$ cat config.mk
export PLATFORM = sky130hd
export DESIGN_NAME = voice_alloc_flat
export DESIGN_NICKNAME = d
export VERILOG_FILES = /design/src/rtl/voice_alloc_if.sv /design/src/rtl/voice_alloc.sv /design/src/flat_wrapper.sv
export SDC_FILE = /design/constraint.sdc
export NUM_CORES = 1
export LEC_CHECK = 0
export CELL_PAD_IN_SITES_DETAIL_PLACEMENT = 1
export CELL_PAD_IN_SITES_GLOBAL_PLACEMENT = 1
export CORE_MARGIN = 2
export CORE_UTILIZATION = 45
export DETAILED_ROUTE_END_ITERATION = 16
export PLACE_DENSITY_LB_ADDON = 0.1
export SETUP_SLACK_MARGIN = 0.02
export SLEW_MARGIN = 20
export SYNTH_ARGS = -nofsm -noshare
export SYNTH_HDL_FRONTEND = slang
export SYNTH_SLANG_ARGS = --single-unit
$ cat constraint.sdc
create_clock -name clk -period 4.6 [get_ports clk]
set_input_delay 0.92 -clock clk [delete_from_list [all_inputs] [get_ports clk]]
set_output_delay 0.92 -clock clk [all_outputs]
set_load 0.005 [all_outputs]
$ cat src/rtl/voice_alloc_if.sv
// Purpose : note-event handshake, voice-state read port and flag-write port of voice_alloc.
// Latency : n/a (signal bundle only).
// Backpressure: ev_valid/ev_ready handshake; the flag-write port has no backpressure.
//
// Ports (slave = allocator side):
//   ev_valid/ev_ready/ev_note_on/ev_note : note event handshake
//   vs_addr -> / <- vs_state             : voice-state RAM read, data one cycle after address
//   fl_we/fl_addr/fl_pressed/fl_released/fl_note : one-cycle flag write to the ADSR loop
interface voice_alloc_if #(
  parameter int VOICE_W = 4
);
  logic               ev_valid;
  logic               ev_ready;
  logic               ev_note_on;
  logic [6:0]         ev_note;
  logic [VOICE_W-1:0] vs_addr;
  logic [2:0]         vs_state;
  logic               fl_we;
  logic [VOICE_W-1:0] fl_addr;
  logic               fl_pressed;
  logic               fl_released;
  logic [6:0]         fl_note;

  modport slave (
    input  ev_valid, ev_note_on, ev_note, vs_state,
    output ev_ready, vs_addr, fl_we, fl_addr, fl_pressed, fl_released, fl_note
  );

  modport master (
    output ev_valid, ev_note_on, ev_note, vs_state,
    input  ev_ready, vs_addr, fl_we, fl_addr, fl_pressed, fl_released, fl_note
  );
endinterface

$ cat src/rtl/voice_alloc.sv
// Purpose : picks a voice for each MIDI note event and issues one pressed/released flag write.
// Latency : flag write NB_VOICE+2 cycles after the handshake; ready again one cycle later.
// Backpressure: ev_ready is low from the cycle after a handshake until the flag write has retired.
//
// Ports:
//   clk, rst_n : system clock, synchronous active-low reset
//   bus        : voice_alloc_if.slave (event handshake, voice-state read, flag write)
module voice_alloc #(
  parameter int NB_VOICE = 16,
  parameter int VOICE_W  = 4
) (
  input  logic          clk,
  input  logic          rst_n,
  voice_alloc_if.slave  bus
);

  localparam logic [1:0] ST_IDLE  = 2'd0;
  localparam logic [1:0] ST_SCAN  = 2'd1;
  localparam logic [1:0] ST_WRITE = 2'd2;

  // Scan step NB_VOICE is the one where the last voice's state sample is evaluated.
  localparam logic [VOICE_W:0]   LP_LAST = (VOICE_W+1)'(NB_VOICE);
  localparam logic [VOICE_W-1:0] LP_VMAX = VOICE_W'(NB_VOICE - 1);

  logic [1:0]          r_state;
  logic [NB_VOICE-1:0] r_own;
  logic [6:0]          r_note_tab [NB_VOICE];
  logic [VOICE_W-1:0]  r_steal_ptr;
  logic                r_on;
  logic [6:0]          r_note;
  logic                r_hit;
  logic [VOICE_W-1:0]  r_hit_v;
  logic                r_free;
  logic [VOICE_W-1:0]  r_free_v;
  logic [VOICE_W:0]    r_step;
  logic [VOICE_W-1:0]  r_vs_addr;
  logic                r_ev_ready;
  logic                r_fl_we;
  logic [VOICE_W-1:0]  r_fl_addr;
  logic                r_fl_pressed;
  logic                r_fl_released;
  logic [6:0]          r_fl_note;

  logic                w_eval;
  logic [VOICE_W-1:0]  w_eval_v;
  logic                w_is_hit;
  logic                w_is_free;
  logic                w_hit;
  logic [VOICE_W-1:0]  w_hit_v;
  logic                w_free;
  logic [VOICE_W-1:0]  w_free_v;
  logic                w_last;
  logic [VOICE_W-1:0]  w_tgt;
  logic                w_steal;

  // vs_state lags vs_addr by one cycle, so step k evaluates voice k-1.
  assign w_eval    = (r_state == ST_SCAN) && (r_step != '0);
  assign w_eval_v  = r_step[VOICE_W-1:0] - VOICE_W'(1);
  assign w_is_hit  = w_eval && r_own[w_eval_v] && (r_note_tab[w_eval_v] == r_note);
  assign w_is_free = w_eval && (bus.vs_state == 3'd0);

  // Keep only the lowest-index match: once recorded, later matches are ignored.
  assign w_hit    = r_hit  | w_is_hit;
  assign w_hit_v  = r_hit  ? r_hit_v  : w_eval_v;
  assign w_free   = r_free | w_is_free;
  assign w_free_v = r_free ? r_free_v : w_eval_v;
  assign w_last   = (r_state == ST_SCAN) && (r_step == LP_LAST);

  // Note-on target: retrigger an owned voice, else a blank one, else steal round-robin.
  always_comb begin
    w_tgt   = r_steal_ptr;
    w_steal = 1'b0;
    if (w_hit) begin
      w_tgt = w_hit_v;
    end else if (w_free) begin
      w_tgt = w_free_v;
    end else begin
      w_steal = 1'b1;
    end
  end

  always_ff @(posedge clk) begin
    if (!rst_n) begin
      r_state       <= ST_IDLE;
      r_own         <= '0;
      for (int i = 0; i < NB_VOICE; i++) begin
        r_note_tab[i] <= '0;
      end
      r_steal_ptr   <= '0;
      r_on          <= 1'b0;
      r_note        <= '0;
      r_hit         <= 1'b0;
      r_hit_v       <= '0;
      r_free        <= 1'b0;
      r_free_v      <= '0;
      r_step        <= '0;
      r_vs_addr     <= '0;
      r_ev_ready    <= 1'b0;
      r_fl_we       <= 1'b0;
      r_fl_addr     <= '0;
      r_fl_pressed  <= 1'b0;
      r_fl_released <= 1'b0;
      r_fl_note     <= '0;
    end else begin
      // Flag strobes are single-cycle; address/note simply hold.
      r_fl_we       <= 1'b0;
      r_fl_pressed  <= 1'b0;
      r_fl_released <= 1'b0;

      case (r_state)
        ST_IDLE: begin
          if (r_ev_ready && bus.ev_valid) begin
            r_on       <= bus.ev_note_on;
            r_note     <= bus.ev_note;
            r_hit      <= 1'b0;
            r_free     <= 1'b0;
            r_step     <= '0;
            r_vs_addr  <= '0;
            r_ev_ready <= 1'b0;
            r_state    <= ST_SCAN;
          end else begin
            // Also covers the first cycle out of reset, where ready is still low.
            r_ev_ready <= 1'b1;
          end
        end

        ST_SCAN: begin
          r_hit    <= w_hit;
          r_hit_v  <= w_hit_v;
          r_free   <= w_free;
          r_free_v <= w_free_v;
          r_step   <= r_step + (VOICE_W+1)'(1);
          if (r_vs_addr != LP_VMAX) begin
            r_vs_addr <= r_vs_addr + VOICE_W'(1);
          end
          if (w_last) begin
            r_state   <= ST_WRITE;
            r_fl_note <= r_note;
            if (r_on) begin
              r_fl_we             <= 1'b1;
              r_fl_pressed        <= 1'b1;
              r_fl_addr           <= w_tgt;
              r_own[w_tgt]        <= 1'b1;
              r_note_tab[w_tgt]   <= r_note;
              if (w_steal) begin
                r_steal_ptr <= r_steal_ptr + VOICE_W'(1);
              end
            end else if (w_hit) begin
              r_fl_we         <= 1'b1;
              r_fl_released   <= 1'b1;
              r_fl_addr       <= w_hit_v;
              r_own[w_hit_v]  <= 1'b0;
            end
            // Note-off for a note nobody holds: nothing to write.
          end
        end

        ST_WRITE: begin
          r_state    <= ST_IDLE;
          r_ev_ready <= 1'b1;
        end

        default: begin
          r_state <= ST_IDLE;
        end
      endcase
    end
  end

  assign bus.ev_ready    = r_ev_ready;
  assign bus.vs_addr     = r_vs_addr;
  assign bus.fl_we       = r_fl_we;
  assign bus.fl_addr     = r_fl_addr;
  assign bus.fl_pressed  = r_fl_pressed;
  assign bus.fl_released = r_fl_released;
  assign bus.fl_note     = r_fl_note;

endmodule

$ cat src/flat_wrapper.sv
// flat-port wrapper written by rule: the top's interface ports become plain ports
module voice_alloc_flat 
#(
  parameter int NB_VOICE = 16,
  parameter int VOICE_W  = 4
)
  (clk, rst_n, bus_ev_valid, bus_ev_note_on, bus_ev_note, bus_vs_state, bus_ev_ready, bus_vs_addr, bus_fl_we, bus_fl_addr, bus_fl_pressed, bus_fl_released, bus_fl_note);
  voice_alloc_if #(.VOICE_W(VOICE_W)) bus_i ();
  input  logic clk;
  input  logic rst_n;
  input wire logic [$bits(bus_i.ev_valid)-1:0] bus_ev_valid;
  input wire logic [$bits(bus_i.ev_note_on)-1:0] bus_ev_note_on;
  input wire logic [$bits(bus_i.ev_note)-1:0] bus_ev_note;
  input wire logic [$bits(bus_i.vs_state)-1:0] bus_vs_state;
  output wire logic [$bits(bus_i.ev_ready)-1:0] bus_ev_ready;
  output wire logic [$bits(bus_i.vs_addr)-1:0] bus_vs_addr;
  output wire logic [$bits(bus_i.fl_we)-1:0] bus_fl_we;
  output wire logic [$bits(bus_i.fl_addr)-1:0] bus_fl_addr;
  output wire logic [$bits(bus_i.fl_pressed)-1:0] bus_fl_pressed;
  output wire logic [$bits(bus_i.fl_released)-1:0] bus_fl_released;
  output wire logic [$bits(bus_i.fl_note)-1:0] bus_fl_note;
  assign bus_i.ev_valid = bus_ev_valid;
  assign bus_i.ev_note_on = bus_ev_note_on;
  assign bus_i.ev_note = bus_ev_note;
  assign bus_i.vs_state = bus_vs_state;
  assign bus_ev_ready = bus_i.ev_ready;
  assign bus_vs_addr = bus_i.vs_addr;
  assign bus_fl_we = bus_i.fl_we;
  assign bus_fl_addr = bus_i.fl_addr;
  assign bus_fl_pressed = bus_i.fl_pressed;
  assign bus_fl_released = bus_i.fl_released;
  assign bus_fl_note = bus_i.fl_note;
  voice_alloc #(.NB_VOICE(NB_VOICE), .VOICE_W(VOICE_W)) u_core (.clk(clk), .rst_n(rst_n), .bus(bus_i));
endmodule
==> flow_metrics.py, run 1 <==
metrics = {
    "global_route": {
        "maximum_number_of_pins_on_one_net_before_global_route_repair": 74,
        "antenna_found_initial": 1,
        "first_pass_grt_wire_length_mm": 41.4,
        "global_route.overflow_total": 0,
        "grt_pass1_vias": 7080,
        "grt_use_total_pct": 25.5,
    },
    "status": {
        "run_status": "finished, final reports clean",
    },
    "clock_network": {
        "number_of_buffers_added_by_the_clock_tree_synthesis_step": 17,
        "clock-root-buffer": "sky130_fd_sc_hd__clkbuf_16",
        "cts-root-to-sink-buffers": 2,
        "tritoncts": "yes",
        "cts.sinks": 176,
        "postCtsHoldBufs": 0,
        "cts_htree_levels": 4,
        "clock_latency_ps": 450,
        "path_clk_slew_ps": 70,
    },
    "critical_path": {
        "worstSetupEndpointType": "flip-flop",
        "worst_setup_path_type": "reg -> reg",
        "critical_path_peak_fanout": 10,
        "cp_data_arrival_time_ps": 4510,
        "worstPathRequired_ps": 4720,
        "worstSetupStartpointType": "flip-flop",
    },
    "placement": {
        "gp_congestion": 0.863,
        "post-dp-hpwl_mm": 18.2,
        "port_buffers": 32,
        "dpl_ws_ps": -121,
    },
    "detailed_routing": {
        "post-route-drc-count": 0,
        "vias_per_cell": 5.86,
        "initialDrtViolationCount": 589,
        "num_vias": 6644,
        "final_antenna_net_count": 0,
        "drt-wirelength-per-cell_um": 23.4,
        "postRouteWirelength_mm": 26.5,
        "drt_first_pass_iters": 5,
    },
    "sta": {
        "max-slew-margin-rel_pct": 30.0,
        "min_cycle_time_layout_ps": 4390,
        "rsz0062_at_grt": "true",
        "crit_share_post_route_pct": 95.4,
        "final.setup.tns_ps": 0,
        "transition_time_at_the_pin_with_the_least_slew_margin_ps": 1050,
        "final-max-slew-violation-count": 0,
        "fmaxAchievable_ghz": 0.228,
        "setup_violations": 0,
        "clock_skew_ps": 12.5,
        "hold_viol": 0,
        "final.setup.worst_slack_ps": 211,
    },
    "synth": {
        "most_frequent_cell_after_synthesis": "sky130_fd_sc_hd__and2_1",
        "synthesized_area_sq_um": 9090,
        "synth_area_leaders": "sky130_fd_sc_hd__edfxtp_1, sky130_fd_sc_hd__dfxtp_1, sky130_fd_sc_hd__and2_1",
        "mappedNetlistNets": 826,
        "syn_inst": 807,
        "synth_largest_area_cell": "sky130_fd_sc_hd__edfxtp_1",
        "proportion_of_synthesized_chip_area_in_sequential_cells_pct": 51.1,
        "number_of_enable_flip_flop_cells_after_synthesis": 112,
        "netlist_top_cells_count": "sky130_fd_sc_hd__and2_1, sky130_fd_sc_hd__edfxtp_1, sky130_fd_sc_hd__nand2_1",
        "yosysWarningCount": 0,
        "dominantRegCellSynth": "sky130_fd_sc_hd__edfxtp_1",
        "post-synth-top-area-fraction_pct": 37.0,
        "syn_area_per_cell_sq_um": 11.3,
        "postSynthRegisterBits": 176,
        "postSynth.asyncResetShare_pct": 0,
        "synth_cell_type_count": 68,
    },
    "floorplan": {
        "floorplan.initialDensity_pct": 46.3,
        "die_y_um": 146,
        "design.die.area_sq_um": 21400,
        "fp.dieW_um": 146,
        "rows": 51,
        "boundaryPins": 33,
        "floorplan.core_area_sq_um": 19700,
    },
    "job": {
        "timing.max_cap.violations": 0,
    },
    "final_layout": {
        "drive_gt1_share_pct": 18.6,
        "postLayoutCoreUtil_pct": 54.3,
        "finalNetCount": 873,
        "syn2layout_area_growth_pct": 17.4,
    },
    "power": {
        "p_leak_uw": 0.00393,
        "irDropWorstVdd_v": 0.000251,
        "power-per-cell-area_nw_per_um2": 356,
    },
    "min_path": {
        "worst_hold_path_type": "reg -> reg",
    },
}
## repair_timing
action / in CTS / in global routing
pin swaps: 1 / 3
gates resized for setup: 3 / 17
endpoints found under the hold margin: 0 / 0
setup buffers: 2 / 5
endpoints found under the setup margin: 114 / 137
## cell type report
class,instances,area [sq um]
inverters,14,52.6
multi-input cells,562,4240
well taps,265,332
fillers,2103,8980
clock inverters,14,228
repair buffers,83,743
flip-flops and latches,176,4650
diodes,1,2.50
clock buffers,18,429
## layout by cell type (no fill, tap or decap), types with 8 or more instances in the layout
master / instances
sky130_fd_sc_hd__nand4_1: 15
sky130_fd_sc_hd__a21boi_0: 21
sky130_fd_sc_hd__nor3_1: 16
sky130_fd_sc_hd__and2_1: 114
sky130_fd_sc_hd__o21a_1: 8
sky130_fd_sc_hd__nor3b_1: 17
sky130_fd_sc_hd__o21ai_0: 12
sky130_fd_sc_hd__nand3b_1: 8
sky130_fd_sc_hd__mux2_2: 16
sky130_fd_sc_hd__nand3_1: 15
sky130_fd_sc_hd__nand2b_1: 16
sky130_fd_sc_hd__a21oi_1: 14
sky130_fd_sc_hd__inv_1: 11
sky130_fd_sc_hd__mux2i_1: 36
sky130_fd_sc_hd__dfxtp_1: 63
sky130_fd_sc_hd__clkdlybuf4s50_1: 31
sky130_fd_sc_hd__mux4_2: 23
sky130_fd_sc_hd__nand2_1: 73
sky130_fd_sc_hd__clkbuf_16: 17
sky130_fd_sc_hd__edfxtp_1: 112
sky130_fd_sc_hd__buf_4: 46
sky130_fd_sc_hd__and3_1: 11
sky130_fd_sc_hd__nor2_1: 38
## power by group
group | internal [uW] | total (uW) | leakage [uW] | switching [uW]
Combinational | 163 | 401 | 0.00193 | 239
Sequential | 1720 | 1760 | 0.00167 | 36.0
Clock | 977 | 1640 | 0.000322 | 664
Total | 2860 | 3800 | 0.00393 | 938
## cell families after synthesis
kind of cell             after synthesis  share of synthesized area (%)
multiplexers                          82                           12.5
AO/OA/AOI/OAI                        106                           9.17
XOR/XNOR                               9                           1.16
flip-flops                           176                           51.1
buffers and inverters                 69                           3.22
adder cells (fa/ha/maj)                5                          0.688
AND/OR/NAND/NOR                      360                           22.2
## per-layer routing
metal | wire length [um] | part of all wire [%] | global-route usage [%]
met4 | 820 | 3.1 | 10.6
met3 | 1080 | 4.1 | 3.88
met1 | 11800 | 45 | 34.2
met2 | 12800 | 48 | 41.5
met5 | 0 | 0 | 0
## flip-flops by register name, indices dropped and copies added, names as in the netlist, 4 cells and up
signal              flops
u_core.r_own           16
u_core.r_note           7
u_core.r_hit_v          4
u_core.bus.vs_addr      4
u_core.r_note_tab     112
u_core.r_free_v         4
u_core.r_steal_ptr      4
u_core.r_step           5
u_core.bus.fl_addr      4
u_core.bus.fl_note      7
## worst max-delay path, cell delays in order, from the launching register on
cell                       delay (ps)
sky130_fd_sc_hd__dfxtp_2          360
sky130_fd_sc_hd__clkinv_1         140
sky130_fd_sc_hd__ha_1             350
sky130_fd_sc_hd__xnor2_4          310
sky130_fd_sc_hd__buf_4            200
sky130_fd_sc_hd__buf_4            190
sky130_fd_sc_hd__mux2_1           340
sky130_fd_sc_hd__nand4_1          170
sky130_fd_sc_hd__mux2i_1          260
sky130_fd_sc_hd__nand3_1          180
sky130_fd_sc_hd__o41ai_4          390
sky130_fd_sc_hd__buf_6            230
sky130_fd_sc_hd__mux2i_2          450
sky130_fd_sc_hd__nor3_2           130
sky130_fd_sc_hd__nand2b_1         340
## path summary, 6_finish.rpt
| kind | startpoint | to | slack (ps) | cells past startpoint |
|---|---|---|---|---|
| max | u_core.r_step[0]$_SDFFE_PN0P_ | u_core.r_note_tab[2][0]$_SDFFCE_PN0P_ | 210 | 14 |
| min | u_core.bus.fl_note[1]$_SDFFE_PN0P_ | u_core.bus.fl_note[1]$_SDFFE_PN0P_ | 470 | 2 |
| max reg2reg | u_core.r_step[0]$_SDFFE_PN0P_ | u_core.r_note_tab[2][0]$_SDFFCE_PN0P_ | 210 | 14 |
| min reg2reg | u_core.bus.fl_note[1]$_SDFFE_PN0P_ | u_core.bus.fl_note[1]$_SDFFE_PN0P_ | 470 | 2 |
## per-stage QoR
stage	instance area (sq um)	hold WS, ps	total power [uW]	std cells
2_1_floorplan	9090	441	2030	807
3_3_place_gp	9860	451	2160	1093
3_5_place_dp	9860	469	2180	1093
4_1_cts	10600	478	3810	1127
5_1_grt	10700	499	3920	1132
6_report	10700	474	3800	1133
Power figures use the tool's default switching activity.
==> run 2, diff against run 1 <==
--- a/config.mk
+++ b/config.mk
@@ -9,6 +9,7 @@
 export CELL_PAD_IN_SITES_GLOBAL_PLACEMENT = 1
 export CORE_MARGIN = 2
 export CORE_UTILIZATION = 45
+export CTS_CLUSTER_SIZE = 16
 export DETAILED_ROUTE_END_ITERATION = 16
 export PLACE_DENSITY_LB_ADDON = 0.1
 export SETUP_SLACK_MARGIN = 0.02
==> results of run 2 <==
No change in the layout: final DEF, timing and power equal those of run 1.
